--- config.mk ---
export PLATFORM = sky130hd
export DESIGN_NAME = io_scan_bridge
export DESIGN_NICKNAME = d
export VERILOG_FILES = /design/src/rtl/io_bridge_pkg.sv /design/src/rtl/io_word_counter.sv /design/src/rtl/io_scan_bridge.sv
export SDC_FILE = /design/constraint.sdc
export NUM_CORES = 1
export LEC_CHECK = 0
export ABC_AREA = 1
export CAP_MARGIN = 20
export CORE_ASPECT_RATIO = 0.7
export CORE_UTILIZATION = 45
export CTS_CLUSTER_DIAMETER = 80
export DETAILED_ROUTE_END_ITERATION = 7
export GPL_TIMING_DRIVEN = 0
export PLACE_DENSITY = 0.78
export SYNTH_ARGS = -nofsm -noshare
export SYNTH_HDL_FRONTEND = slang
export SYNTH_HIERARCHICAL = 1
export SYNTH_SLANG_ARGS = --single-unit
--- constraint.sdc ---
create_clock -name clk -period 2.1 [get_ports clk]
set_input_delay 0.63 -clock clk [delete_from_list [all_inputs] [get_ports clk]]
set_output_delay 0.63 -clock clk [all_outputs]
set_load 0.03 [all_outputs]
--- src/rtl/io_bridge_pkg.sv ---
// Shared constants and helpers for the pad scan bridge.
package io_bridge_pkg;

  localparam int ERR_OVERRUN  = 0;
  localparam int ERR_UNDERRUN = 1;

  function automatic int words(input int width, input int pin_w);
    return (width + pin_w - 1) / pin_w;
  endfunction

endpackage

--- src/rtl/io_word_counter.sv ---
// Saturating word counter: clear/set pick the base value, then one inc or dec step applies.
module io_word_counter #(
  parameter int MAX = 5,
  parameter int W   = $clog2(MAX + 1)
) (
  input  logic         clk,
  input  logic         reset_n,
  input  logic         clr,
  input  logic         set,
  input  logic         inc,
  input  logic         dec,
  output logic [W-1:0] cnt
);

  localparam logic [W-1:0] MAX_V = W'(MAX);

  logic [W-1:0] base;
  logic [W-1:0] cnt_nxt;

  // clr with inc yields 1: a word shifted on the clearing edge still counts
  always_comb begin
    base    = clr ? '0 : (set ? MAX_V : cnt);
    cnt_nxt = base;
    if (inc && (base != MAX_V)) begin
      cnt_nxt = base + W'(1);
    end else if (dec && (base != '0)) begin
      cnt_nxt = base - W'(1);
    end
  end

  always_ff @(posedge clk or negedge reset_n) begin
    if (!reset_n) begin
      cnt <= '0;
    end else begin
      cnt <= cnt_nxt;
    end
  end

endmodule

--- src/rtl/io_scan_bridge.sv ---
// Word-serial bridge between a narrow pad bus and wide core input/output vectors.
module io_scan_bridge
  import io_bridge_pkg::*;
#(
  parameter int PIN_W      = 32,
  parameter int IN_W       = 134,
  parameter int OUT_W      = 148,
  parameter int AUTO_LATCH = 0
) (
  input  logic             clk,
  input  logic             reset_n,
  input  logic             we,
  input  logic             shift,
  input  logic             latch,
  input  logic [PIN_W-1:0] pin_in,
  output logic [PIN_W-1:0] pin_out,
  output logic [PIN_W-1:0] pin_oeb,
  output logic [IN_W-1:0]  core_in,
  input  logic [OUT_W-1:0] core_out,
  output logic             in_full,
  output logic             out_empty,
  output logic             latch_done,
  output logic [1:0]       err
);

  localparam int IN_WORDS  = words(IN_W, PIN_W);
  localparam int OUT_WORDS = words(OUT_W, PIN_W);
  localparam int IN_RW     = IN_WORDS * PIN_W;
  localparam int OUT_RW    = OUT_WORDS * PIN_W;
  localparam int IN_CW     = $clog2(IN_WORDS + 1);
  localparam int OUT_CW    = $clog2(OUT_WORDS + 1);

  logic [IN_RW-1:0]  in_reg;
  logic [IN_RW-1:0]  in_shifted;
  logic [IN_RW-1:0]  pin_ext;
  logic [OUT_RW-1:0] out_reg;
  logic [OUT_RW-1:0] out_load;
  logic [IN_CW-1:0]  in_cnt;
  logic [OUT_CW-1:0] out_cnt;
  logic              load_shift;
  logic              unload_shift;
  logic              auto_fire;
  logic              overrun;
  logic              underrun;

  assign load_shift   = shift & we;
  assign unload_shift = shift & ~we;
  assign auto_fire    = (AUTO_LATCH != 0) && load_shift && (in_cnt == IN_CW'(IN_WORDS - 1));
  assign overrun      = load_shift && in_full && (AUTO_LATCH == 0);
  assign underrun     = unload_shift && out_empty;

  always_comb begin
    pin_ext              = '0;
    pin_ext[PIN_W-1:0]   = pin_in;
    in_shifted           = (in_reg << PIN_W) | pin_ext;
    out_load             = '0;
    out_load[OUT_W-1:0]  = core_out;
  end

  // Auto-latch takes the post-shift image; an explicit latch takes the pre-shift image.
  always_ff @(posedge clk or negedge reset_n) begin
    if (!reset_n) begin
      in_reg     <= '0;
      out_reg    <= '0;
      core_in    <= '0;
      latch_done <= 1'b0;
      err        <= '0;
    end else begin
      if (load_shift) begin
        in_reg <= in_shifted;
      end
      if (auto_fire) begin
        core_in <= in_shifted[IN_W-1:0];
      end else if (latch) begin
        core_in <= in_reg[IN_W-1:0];
      end
      if (latch) begin
        out_reg <= out_load;
      end else if (unload_shift) begin
        out_reg <= out_reg >> PIN_W;
      end
      latch_done        <= latch | auto_fire;
      err[ERR_OVERRUN]  <= overrun  | (err[ERR_OVERRUN]  & ~latch);
      err[ERR_UNDERRUN] <= underrun | (err[ERR_UNDERRUN] & ~latch);
    end
  end

  io_word_counter #(
    .MAX (IN_WORDS),
    .W   (IN_CW)
  ) u_in_cnt (
    .clk     (clk),
    .reset_n (reset_n),
    .clr     (latch | auto_fire),
    .set     (1'b0),
    .inc     (load_shift & ~auto_fire),
    .dec     (1'b0),
    .cnt     (in_cnt)
  );

  io_word_counter #(
    .MAX (OUT_WORDS),
    .W   (OUT_CW)
  ) u_out_cnt (
    .clk     (clk),
    .reset_n (reset_n),
    .clr     (1'b0),
    .set     (latch),
    .inc     (1'b0),
    .dec     (unload_shift & ~latch),
    .cnt     (out_cnt)
  );

  assign in_full   = (in_cnt == IN_CW'(IN_WORDS));
  assign out_empty = (out_cnt == '0);
  assign pin_out   = out_reg[PIN_W-1:0];
  assign pin_oeb   = {PIN_W{we}};

endmodule

# Word level (Yosys, flattened, before mapping)
# Cells that the tools add are included.
totals:
  wordCells: 34
  out_inout_bits: 203
  reg_bits: 437
classes:
  reduce_logical: 7
  muxes: 6
  eq_ne: 2
  add_sub_neg: 2
  bitwise: 10
op_table:
  columns: ["cell", "n"]
  rows:
  - ["two-way mux 160 bit", 2]
  - ["OR 134 x 32 -> 134 bit", 1]
  - ["two-way mux 3 bit", 4]
  - ["bitwise AND 1 bit", 5]
  - ["logical AND 1 bit", 4]
  - ["adder 3 x 1 -> 3 bit (second input constant)", 1]
  - ["== test 3 bit (second input constant)", 1]
  - ["zero test 3 bit", 1]
  - ["inequality test 3 bit (second input constant)", 1]
  - ["nonzero test 3 bit", 1]
  - ["subtractor 3 x 1 -> 3 bit (second input constant)", 1]
  - ["NOT 1 bit", 2]
  - ["OR 1 bit", 2]
  - ["nonzero test 2 bit", 1]

# Depth between registers and ports, before layout
# Gate-level depths: netlist (run 1).
depth:
  depth_word: 5
  mapped_depth: 12
  ltp_nobuf: 12

# By module
# The synthesis (run 1) kept the hierarchy.
modules_own_cells:
  columns: ["module", "n_inst", "cells_each", "area_each_um2"]
  rows:
  - ["io_scan_bridge", 1, 2062, 17539.3]
  - ["io_word_counter (u_out_cnt)", 1, 45, 346.6]
  - ["io_word_counter (u_in_cnt)", 1, 44, 326.6]

# Worst setup path before layout (run 1)
# Ideal clock, no wire load.
synth_timing:
  kind: "reg2out"
  from: "register u_out_cnt.cnt[1]"
  to: "output port out_empty"
  path_stages_with_launch: 2
  t_arrival_ns: 1.116
  path_slack_ns: 0.354
  path_cell_list: "dfrtp_1 nor3_1"
synth_via:
  elab_chain_len: 1
synth_rtl:
  columns: ["element", "line_no", "rtl"]
  rows:
  - ["from (decl)", "io_word_counter.sv:12", "output logic [W-1:0] cnt"]
  - ["from (signal assigned)", "io_word_counter.sv:35", "cnt <= cnt_nxt;"]
  - ["zero test 3 bit", "io_scan_bridge.sv:115", "assign out_empty = (out_cnt == '0);"]
  - ["to (decl)", "io_scan_bridge.sv:21", "output logic out_empty,"]
# Every way passes these cells.

# Worst setup path in the final report (run 1)
layout_timing:
  from: "register out_reg[27]"
  to: "output port pin_out[27]"
layout_rtl:
  columns: ["element", "line_no", "rtl"]
  rows:
  - ["from (decl)", "io_scan_bridge.sv:36", "logic [OUT_RW-1:0] out_reg;"]
  - ["from (signal assigned)", "io_scan_bridge.sv:78", "out_reg <= out_load;"]
  - ["from (signal assigned)", "io_scan_bridge.sv:80", "out_reg <= out_reg >> PIN_W;"]
  - ["to (decl)", "io_scan_bridge.sv:16", "output logic [PIN_W-1:0] pin_out,"]
# No word-level cell between the ends.

==> metrics, run 1 <==
Placer Congestion=0.981; fmax=484 MHz; pwr/cell area=949 mW/mm2; cell family with most CP delay=buffers and inverters; Starting Density=0.458; Die Y=170 um; first-pass GRT wire length=84,500 um; count of different cell masters after synthesis=25; Total GRT Usage=0.265; final hold violations=0; Num CTS Buffers=42; via count=15.9k; maximum clock insertion buffer count=3; sequential share of the synthesized area=0.584; CTS clk-pin slew, worst paths=0.06 ns; area grow syn2layout=32.8%; Final period util=0.984; core area=0.0398 mm2; Post-Place Worst Slack=-1.23 ns; syn_area_per_cell=8.47 um2; most frequent cells in the layout=975 x nand2_1, 425 x dfrtp_1, 256 x o21ai_0; post-route ant nets=0; clock sink count=425; worst setup path startpoint=out_reg[27]; PortBufs=387; antenna violations before repair=4; hpwl dp=42,500 um; metal2 WL=24,400 um; fin crit period=2.07 ns; crit path kind=register to output port; H-tree levels=2; Stages on worst setup path=2; root buf cell=clkbuf_16; R2R Path End=u_out_cnt/cnt[1]; vias in the first global route=15.2k; Synth Register Bits=425; CP max-delay cell=dfrtp_1; Tightest Pin Transition=0.731 ns; CP arrival=1.44 ns; Syn. warnings=6; Clock Latency Late Sink=0.56 ns; largest net degree at the start of global routing=126; drt pass-1 iters=6; CP Capture Point=pin_out[27]; nets=2,787; Finished Core Util=0.608; Routed met3 length=4350 um; Post-Route M1 WL=25,700 um; residual DRC count=0; DRT Wirelength=56,100 um; die width=242 um; # IOs=388; post-synthesis cell area=0.0182 mm2; Worst Slack Setup Final=0.0329 ns; Setup Viol. Count Final=0; CP required=1.47 ns; commonest non-fill, non-tap cell in the layout=nand2_1; Fillers=3,432; Leak=12.7 nW; max_cap viols=0; Critical Path Sink Type=output port; RSZ-0062 raised after global routing=false; WP buf/inv=2; Worst Reg-to-Reg Cells=12; worst rel slew slack=0.513; max-slew violations=0; Via-to-Cell Ratio=5.04; TritonCTS clock tree=yes; worst hold path class=primary input to register; CP max stage delay=0.40 ns; status=finished clean; Post-CTS Setup Repair Bufs=0; die area=0.0413 mm2; Syn Inst Count=2,151; skew final=0.0191 ns; Max VDD drop=0.000605 V; WL/cell=17.7 um; global route overflow=0; CP Launch Type=register; worst-path fanout max=2; Top Layer Used=met4; crit-path cells=buf_4, dlygate4sd2_1; share of post-route cells with drive strength above 1=0.105; max reg flops=148; Rows=61; starting DRC count in detailed routing=1,382; setup slack, reg-to-reg=0.58 ns; beginning of the worst register-to-register path=u_out_cnt/cnt[0]
[worst reg2reg max path: cells and delay by family, from the launching register on]
kind            cells  cell delay, ns
compound gates      1            0.05
fa+ha+maj           2            0.36
buf+inv             3            0.24
flops               1            0.37
simple gates        6            0.42
[logic make-up (layout without fill, tap and decap cells)]
group | count (synthesis) | count (layout) | synth area share
buffers and inverters | 318 | 786 | 0.0873
AND/OR/NAND/NOR | 1129 | 1129 | 0.249
AO/OA/AOI/OAI | 270 | 270 | 0.0744
other | 1 | 12 | 0.000206
adder cells (fa/ha/maj) | 8 | 8 | 0.00550
flip-flops | 425 | 425 | 0.584
[synthesized netlist by cell type]
cell type | instances | share of area
buf_1 | 5 | 0.0010
buf_2 | 60 | 0.016
buf_4 | 78 | 0.032
buf_6 | 3 | 0.0019
clkbuf_1 | 45 | 0.0093
clkbuf_2 | 1 | 0.00027
conb_1 | 1 | 0.00021
dfrtp_1 | 425 | 0.58
ha_1 | 8 | 0.0055
inv_1 | 119 | 0.025
inv_2 | 5 | 0.0010
inv_4 | 2 | 0.00069
nand2_1 | 975 | 0.20
nand2_2 | 10 | 0.0034
nand2_4 | 6 | 0.0037
nand3_1 | 124 | 0.034
nand3_2 | 1 | 0.00055
nand3_4 | 3 | 0.0029
nand3b_1 | 3 | 0.0012
nor2_1 | 4 | 0.00082
nor3_1 | 1 | 0.00027
o21ai_0 | 256 | 0.070
o21ai_1 | 13 | 0.0036
o21ai_2 | 1 | 0.00048
or2_0 | 2 | 0.00069
[stage by stage]
step	setup TNS [ns]	cell area, um2	total power [W]	hold WS [ns]	cells
floorplan	0	18200	0.0130	0.334	2156
global placement	-7810.30	22800	0.0155	0.457	3078
detailed placement	-302.47	22900	0.0156	0.416	3083
CTS	0	24200	0.0230	0.425	3158
global route	0	24200	0.0239	0.365	3163
finish	0	24200	0.0229	0.370	3165
[power breakdown]
part	switching [W]	total [W]	internal (W)	leakage, nW
combinational	0.00328	0.00502	0.00174	6.61
sequential	0.000714	0.0101	0.00942	5.39
clock	0.00328	0.00779	0.00451	0.701
total	0.00727	0.0229	0.0157	12.7
[layer usage]
layer  vias to the layer above  GRT usage
li1                       7542          -
met1                      7737      0.392
met2                       584      0.396
met3                        85     0.0467
met4                         0     0.0853
met5                         -          0
[worst min-delay path by stage]
stage	cells past startpoint	from	end
floorplan	0	reset_n	core_in[0]
global placement	2	core_in[102]	core_in[102]
detailed placement	1	reset_n	core_in[7]
CTS	2	reset_n	in_reg[8]
global route	1	latch	latch_done
finish	1	latch	latch_done
[layout make-up]
| cell class | count | area, um2 | area share |
|---|---|---|---|
| repair buffers | 394 | 3830 | 0.158 |
| clock inverters | 13 | 186 | 0.00771 |
| flip-flops and latches | 425 | 10600 | 0.440 |
| clock buffers | 61 | 1240 | 0.0514 |
| plain buffers | 192 | 1120 | 0.0463 |
| diodes | 6 | 15.0 | 0.000621 |
| inverters | 126 | 478 | 0.0198 |
| multi-input cells | 1413 | 6010 | 0.248 |
| well taps | 535 | 669 | 0.0277 |
[timing repair]
action,in CTS,in global routing
gates resized for setup,269,16
gates cloned,0,1
endpoints found under the hold margin,4,0
hold buffers,1,0
endpoints found under the setup margin,463,109
pin swaps,0,0
(Power assumes the default switching activity.)
==> run 2: changes to the inputs <==
--- a/config.mk
+++ b/config.mk
@@ -6,13 +6,14 @@
 export NUM_CORES = 1
 export LEC_CHECK = 0
 export ABC_AREA = 1
-export CAP_MARGIN = 20
 export CORE_ASPECT_RATIO = 0.7
 export CORE_UTILIZATION = 45
 export CTS_CLUSTER_DIAMETER = 80
 export DETAILED_ROUTE_END_ITERATION = 7
+export GPL_ROUTABILITY_DRIVEN = 0
 export GPL_TIMING_DRIVEN = 0
 export PLACE_DENSITY = 0.78
+export REMOVE_ABC_BUFFERS = 1
 export SYNTH_ARGS = -nofsm -noshare
 export SYNTH_HDL_FRONTEND = slang
 export SYNTH_HIERARCHICAL = 1
==> metrics, run 2 (synthesis gave the netlist of run 1 again) <==
H-tree levels=2 (unchanged); routing usage on met2=0.383 (-0.0132); die area=0.0413 mm2 (unchanged); GR peak layer=met2; maximum clock insertion buffer count=3 (unchanged); vias in the first global route=14.6k (-3.9%); fmax=493 MHz (+2.0%); area grow syn2layout=28.1%; Max VDD drop=0.000677 V (+12%); worst hold path class=primary input to async pin; fin crit period=2.03 ns (-0.0397 ns); drt pass-1 iters=7 (+1); Clock Latency Late Sink=0.54 ns (-0.02 ns); Flop pwr share=0.446 (+0.004); via count=14.9k (-6.7%); hpwl dp=28,400 um (-33%); antenna violations before repair=2 (-2); Leak=12.2 nW (-4.0%); Hold-fix buffers, CTS=0 (-1); starting DRC count in detailed routing=975 (-29%); CP arrival=1.40 ns (-0.04 ns); Die Y=170 um (unchanged); CP max-delay cell=dfrtp_1; root buf cell=clkbuf_16; most frequent cells in the layout=975 x nand2_1, 425 x dfrtp_1, 256 x o21ai_0; Num CTS Buffers=42 (unchanged); clock sink count=425 (unchanged); skew final=0.0166 ns (-0.00252 ns); TritonCTS clock tree=yes; Total GRT Usage=0.229 (-0.0364); Worst Slack Setup Final=0.0726 ns (+0.0397 ns); final hold violations=0 (unchanged); DRT Wirelength=47,800 um (-15%); Switching Power=0.00680 W (-6.4%); pwr/cell area=966 mW/mm2 (+1.8%); core area=0.0398 mm2 (unchanged); WL/cell=16.1 um (-9.4%); post-route ant nets=0 (unchanged); die width=242 um (unchanged); largest net degree at the start of global routing=186 (+48%); Post-Place Worst Slack=-2.66 ns (-1.44 ns); crit-path cells=nor3_1, buf_2; commonest non-fill, non-tap cell in the layout=nand2_1; worst-path fanout max=3 (+1); Post-CTS Setup Repair Bufs=0 (unchanged); Rows=61 (unchanged); max_cap viols=0 (unchanged); Via-to-Cell Ratio=5.00 (-0.79%); GRT met1 Usage=0.300 (-0.0916); max-slew violations=0 (unchanged); first-pass GRT wire length=76,800 um (-9.1%); Sw Share=0.302 (-0.0151); Comb pwr share=0.204 (-0.015); Fillers=3,484 (+1.5%); # IOs=388 (unchanged); nets=2,604 (-6.6%); status=finished clean; worst rel slew slack=0.457 (-0.0559); PortBufs=387 (unchanged); CP max stage delay=0.43 ns (+0.03 ns); Starting Density=0.458 (unchanged); residual DRC count=0 (unchanged); global route overflow=0 (unchanged); share of post-route cells with drive strength above 1=0.0496 (-0.0556); Final period util=0.965 (-0.0189); CP required=1.47 ns (about the same); crit path kind=register to output port; CP Launch Type=register; Tightest Pin Transition=0.815 ns (+0.0839 ns); CTS clk-pin slew, worst paths=0.06 ns (about the same); RSZ-0062 raised after global routing=false; met3 Use GR=0.0375 (-0.00915); max reg flops=148 (unchanged); Pint=0.0157 W (+0.42%); Finished Core Util=0.587 (-0.0211); Setup Viol. Count Final=0 (unchanged); clock network fraction of design power=0.351 (+0.011); Critical Path Sink Type=output port
## run 2: changes by cell type in the layout (fill, tap and decap cells not counted), sizes merged, moves of 3 or more
cell,before,now
buf,156,14
clkbuf,112,62
clkdlybuf4s15,28,1
diode,6,2
dlygate4sd2,169,201
nand2,991,994
## run 2: final timing paths
path                                       start                to  slack [ns]  depth (start not counted)
worst min-delay path                     reset_n      core_in[122]        0.12                          1
max in group asynchronous                reset_n       out_reg[60]        0.41                          3
worst max-delay path            u_out_cnt/cnt[1]         out_empty        0.07                          2
min in group clk                           latch        latch_done        0.45                          1
worst min register to register      core_in[126]      core_in[126]        0.46                          2
worst max register to register  u_out_cnt/cnt[0]  u_out_cnt/cnt[2]        0.52                         11
## run 2: layout make-up
cell class / count / area [um2] / area share
clock inverters: 14 / 205 / 0.00879
flip-flops and latches: 425 / 10600 / 0.456
inverters: 126 / 497 / 0.0213
well taps: 535 / 669 / 0.0287
multi-input cells: 1416 / 6090 / 0.261
repair buffers: 400 / 3990 / 0.171
clock buffers: 60 / 1250 / 0.0536
diodes: 2 / 5.00 / 0.000214
## run 2: worst max-delay path: cells and delay by family, from the launching register on
family | cells | cell delay (ns)
flops | 1 | 0.43
buf+inv | 1 | 0.24
simple gates | 1 | 0.20
## run 2: per-stage QoR
stage / setup TNS, ns / hold WS (ns) / instance area, um2 / power, W / cells
floorplan: -1029.57 / 0.334 / 17100 / 0.0127 / 1964
global placement: - / 0.454 / 21700 / 0.0150 / 2886
detailed placement: -626.06 / 0.457 / 22000 / 0.0151 / 2896
CTS: 0 / 0.143 / 23300 / 0.0228 / 2975
global route: 0 / 0.167 / 23300 / 0.0237 / 2978
finish: 0 / 0.120 / 23300 / 0.0225 / 2978
## run 2: what timing repair did
action,in CTS,in global routing
gates resized for setup,228,4
gates cloned,5,1
pin swaps,3,0
setup endpoints to repair,482,7
## run 2: routing by layer
metal | up-vias | routed length [um]
met4 | 0 | 1560
met1 | 7180 | 20700
met5 | - | 0
met2 | 452 | 23100
met3 | 97 | 2470
li1 | 7158 | -
## run 2: power by group through the flow
stage,registers [W],logic [W],clock network (W)
finish,0.0100,0.00459,0.00790
global route,0.0102,0.00505,0.00841
CTS,0.0100,0.00463,0.00810
detailed placement,0.0102,0.00494,0
global placement,0.0102,0.00484,0
floorplan,0.0111,0.00153,0
==> run 3: changes to the inputs <==
==> constraint.sdc (replaced) <==
create_clock -name clk -period 1.92 [get_ports clk]
set_input_delay 0.576 -clock clk [delete_from_list [all_inputs] [get_ports clk]]
set_output_delay 0.576 -clock clk [all_outputs]
set_load 0.03 [all_outputs]
==> metrics, run 3 (synthesis gave the netlist of run 1 again) <==
hpwl dp=28,400 um (unchanged); drt pass-1 iters=5 (-2); crit path kind=register to output port; Final Instance Area=0.0234 mm2 (+0.24%); CP arrival=1.30 ns (-0.10 ns); antenna violations before repair=2 (unchanged); Via-to-Cell Ratio=5.00 (+0.10%); global route overflow=0 (unchanged); max_cap viols=0 (unchanged); via count=14.9k (+0.20%); fin crit period=1.88 ns; first-pass GRT wire length=77,200 um (+0.50%); Post-Place Worst Slack=-2.79 ns (-0.126 ns); core area=0.0398 mm2 (unchanged); die width=242 um (unchanged); Total GRT Usage=0.231 (+0.00167); TritonCTS clock tree=yes; Final period util=0.978; status=complete, but fails checks; max-slew violations=0 (unchanged); CTS clk-pin slew, worst paths=0.06 ns (about the same); Clock Latency Late Sink=0.53 ns (about the same); residual DRC count=0 (unchanged); RSZ-0062 raised after global routing=true; Die Y=170 um (unchanged); Rows=61 (unchanged); skew final=0.0159 ns (-0.000682 ns); area grow syn2layout=28.4%; CP max-delay cell=clkdlybuf4s15_1; die area=0.0413 mm2 (unchanged); Tightest Pin Transition=0.818 ns (+0.00378 ns); area post-placement=0.0220 mm2 (unchanged); post-route ant nets=0 (unchanged); commonest non-fill, non-tap cell in the layout=nand2_1; vias in the first global route=14.6k (+0.10%); # IOs=388 (unchanged); WP buf/inv=1 (unchanged); beginning of the worst register-to-register path=u_out_cnt/cnt[1]; CP Launch Type=register; Leak=12.0 nW (-1.7%); setup slack, reg-to-reg=0.30 ns (-0.22 ns); PortBufs=387 (unchanged); final hold violations=20 (+20); pwr/cell area=1060 mW/mm2 (+9.4%); Starting Density=0.458 (unchanged); DRT Wirelength=48,100 um (+0.53%); failing checks=hold timing; max reg flops=148 (unchanged); Critical Path Sink Type=output port; worst rel slew slack=0.454 (-0.00301); WL/cell=16.1 um (+0.43%); starting DRC count in detailed routing=942 (-3.4%); Worst Reg-to-Reg Cells=10 (-1); H-tree levels=2 (unchanged); maximum clock insertion buffer count=3 (unchanged); largest net degree at the start of global routing=186 (unchanged); CP max stage delay=0.43 ns (about the same); fmax=533 MHz; nets=2,607 (+0.12%); R2R Path End=u_out_cnt/cnt[2]; hold_ws=-0.0436 ns (-0.164 ns); root buf cell=clkbuf_16; worst-path fanout max=2 (-1); worst hold path class=primary input to async pin; CP required=1.34 ns (-0.13 ns); Setup Viol. Count Final=0 (unchanged); crit-path cells=clkdlybuf4s15_1; Worst Slack Setup Final=0.0422 ns (-0.0304 ns); share of post-route cells with drive strength above 1=0.0720 (+0.0224); cell family with most CP delay=buffers and inverters; clock sink count=425 (unchanged); Max VDD drop=0.000738 V (+8.9%); Num CTS Buffers=42 (unchanged); most frequent cells in the layout=975 x nand2_1, 425 x dfrtp_1, 256 x o21ai_0
[run 3: how the worst max path moves through the flow]
| stage | end | cells after the start | start | slack, ns |
|---|---|---|---|---|
| after floorplan | out_reg[0] | 4 | latch | -4.58 |
| after global placement | out_reg[121] | 1 | reset_n | -18.28 |
| after detailed placement | out_reg[23] | 7 | we | -2.79 |
| after CTS | core_in[75] | 1 | core_in[75] | 0.0004 |
| after global routing | out_empty | 2 | u_out_cnt/cnt[0] | -0.02 |
| final | core_in[16] | 1 | core_in[16] | 0.04 |
[run 3: where the power goes]
| group | leakage, nW | switching [W] | internal, W |
|---|---|---|---|
| combinational | 5.87 | 0.00333 | 0.00175 |
| clock | 0.719 | 0.00343 | 0.00520 |
| sequential | 5.39 | 0.000704 | 0.0103 |
[run 3: routing by layer]
metal,vias to the layer above,part of all wire,global-route usage
met5,-,0,0
met4,0,0.034,0.0848
met3,105,0.050,0.0385
met2,444,0.48,0.386
met1,7210,0.43,0.303
li1,7158,-,-
[run 3: through the flow]
| step | hold slack (ns) | total power (W) | std cells | utilization | setup TNS, ns |
|---|---|---|---|---|---|
| 3_5_place_dp | 0.457 | 0.0165 | 2896 | 0.552 | -703.59 |
| 4_1_cts | 0.0895 | 0.0250 | 2977 | 0.590 | 0 |
| 2_1_floorplan | 0.280 | 0.0139 | 1964 | - | -1082.62 |
| 6_report | -0.0436 | 0.0247 | 2981 | 0.588 | 0 |
| 3_3_place_gp | 0.454 | 0.0164 | 2886 | 0.545 | - |
| 5_1_grt | 0.00233 | 0.0259 | 2981 | 0.588 | -0.0192 |
[run 3: layout make-up]
type                            count  area, um2
Clock inverter                     14        205
Inverter                          126        507
Tap cell                          535        669
Clock buffer                       60       1250
Multi-Input combinational cell   1416       6100
Antenna cell                        2       5.00
Timing Repair Buffer              403       4030
Sequential cell                   425      10600
Fill cell                        3441      16400
[run 3: repair_timing]
item / 4_1_cts / 5_1_grt
setup buffers: 1 / 1
pin swaps: 3 / 1
cloned: 6 / 1
hold buffers: 0 / 0
resized for setup: 311 / 89
endpoints found under the setup margin: 493 / 176
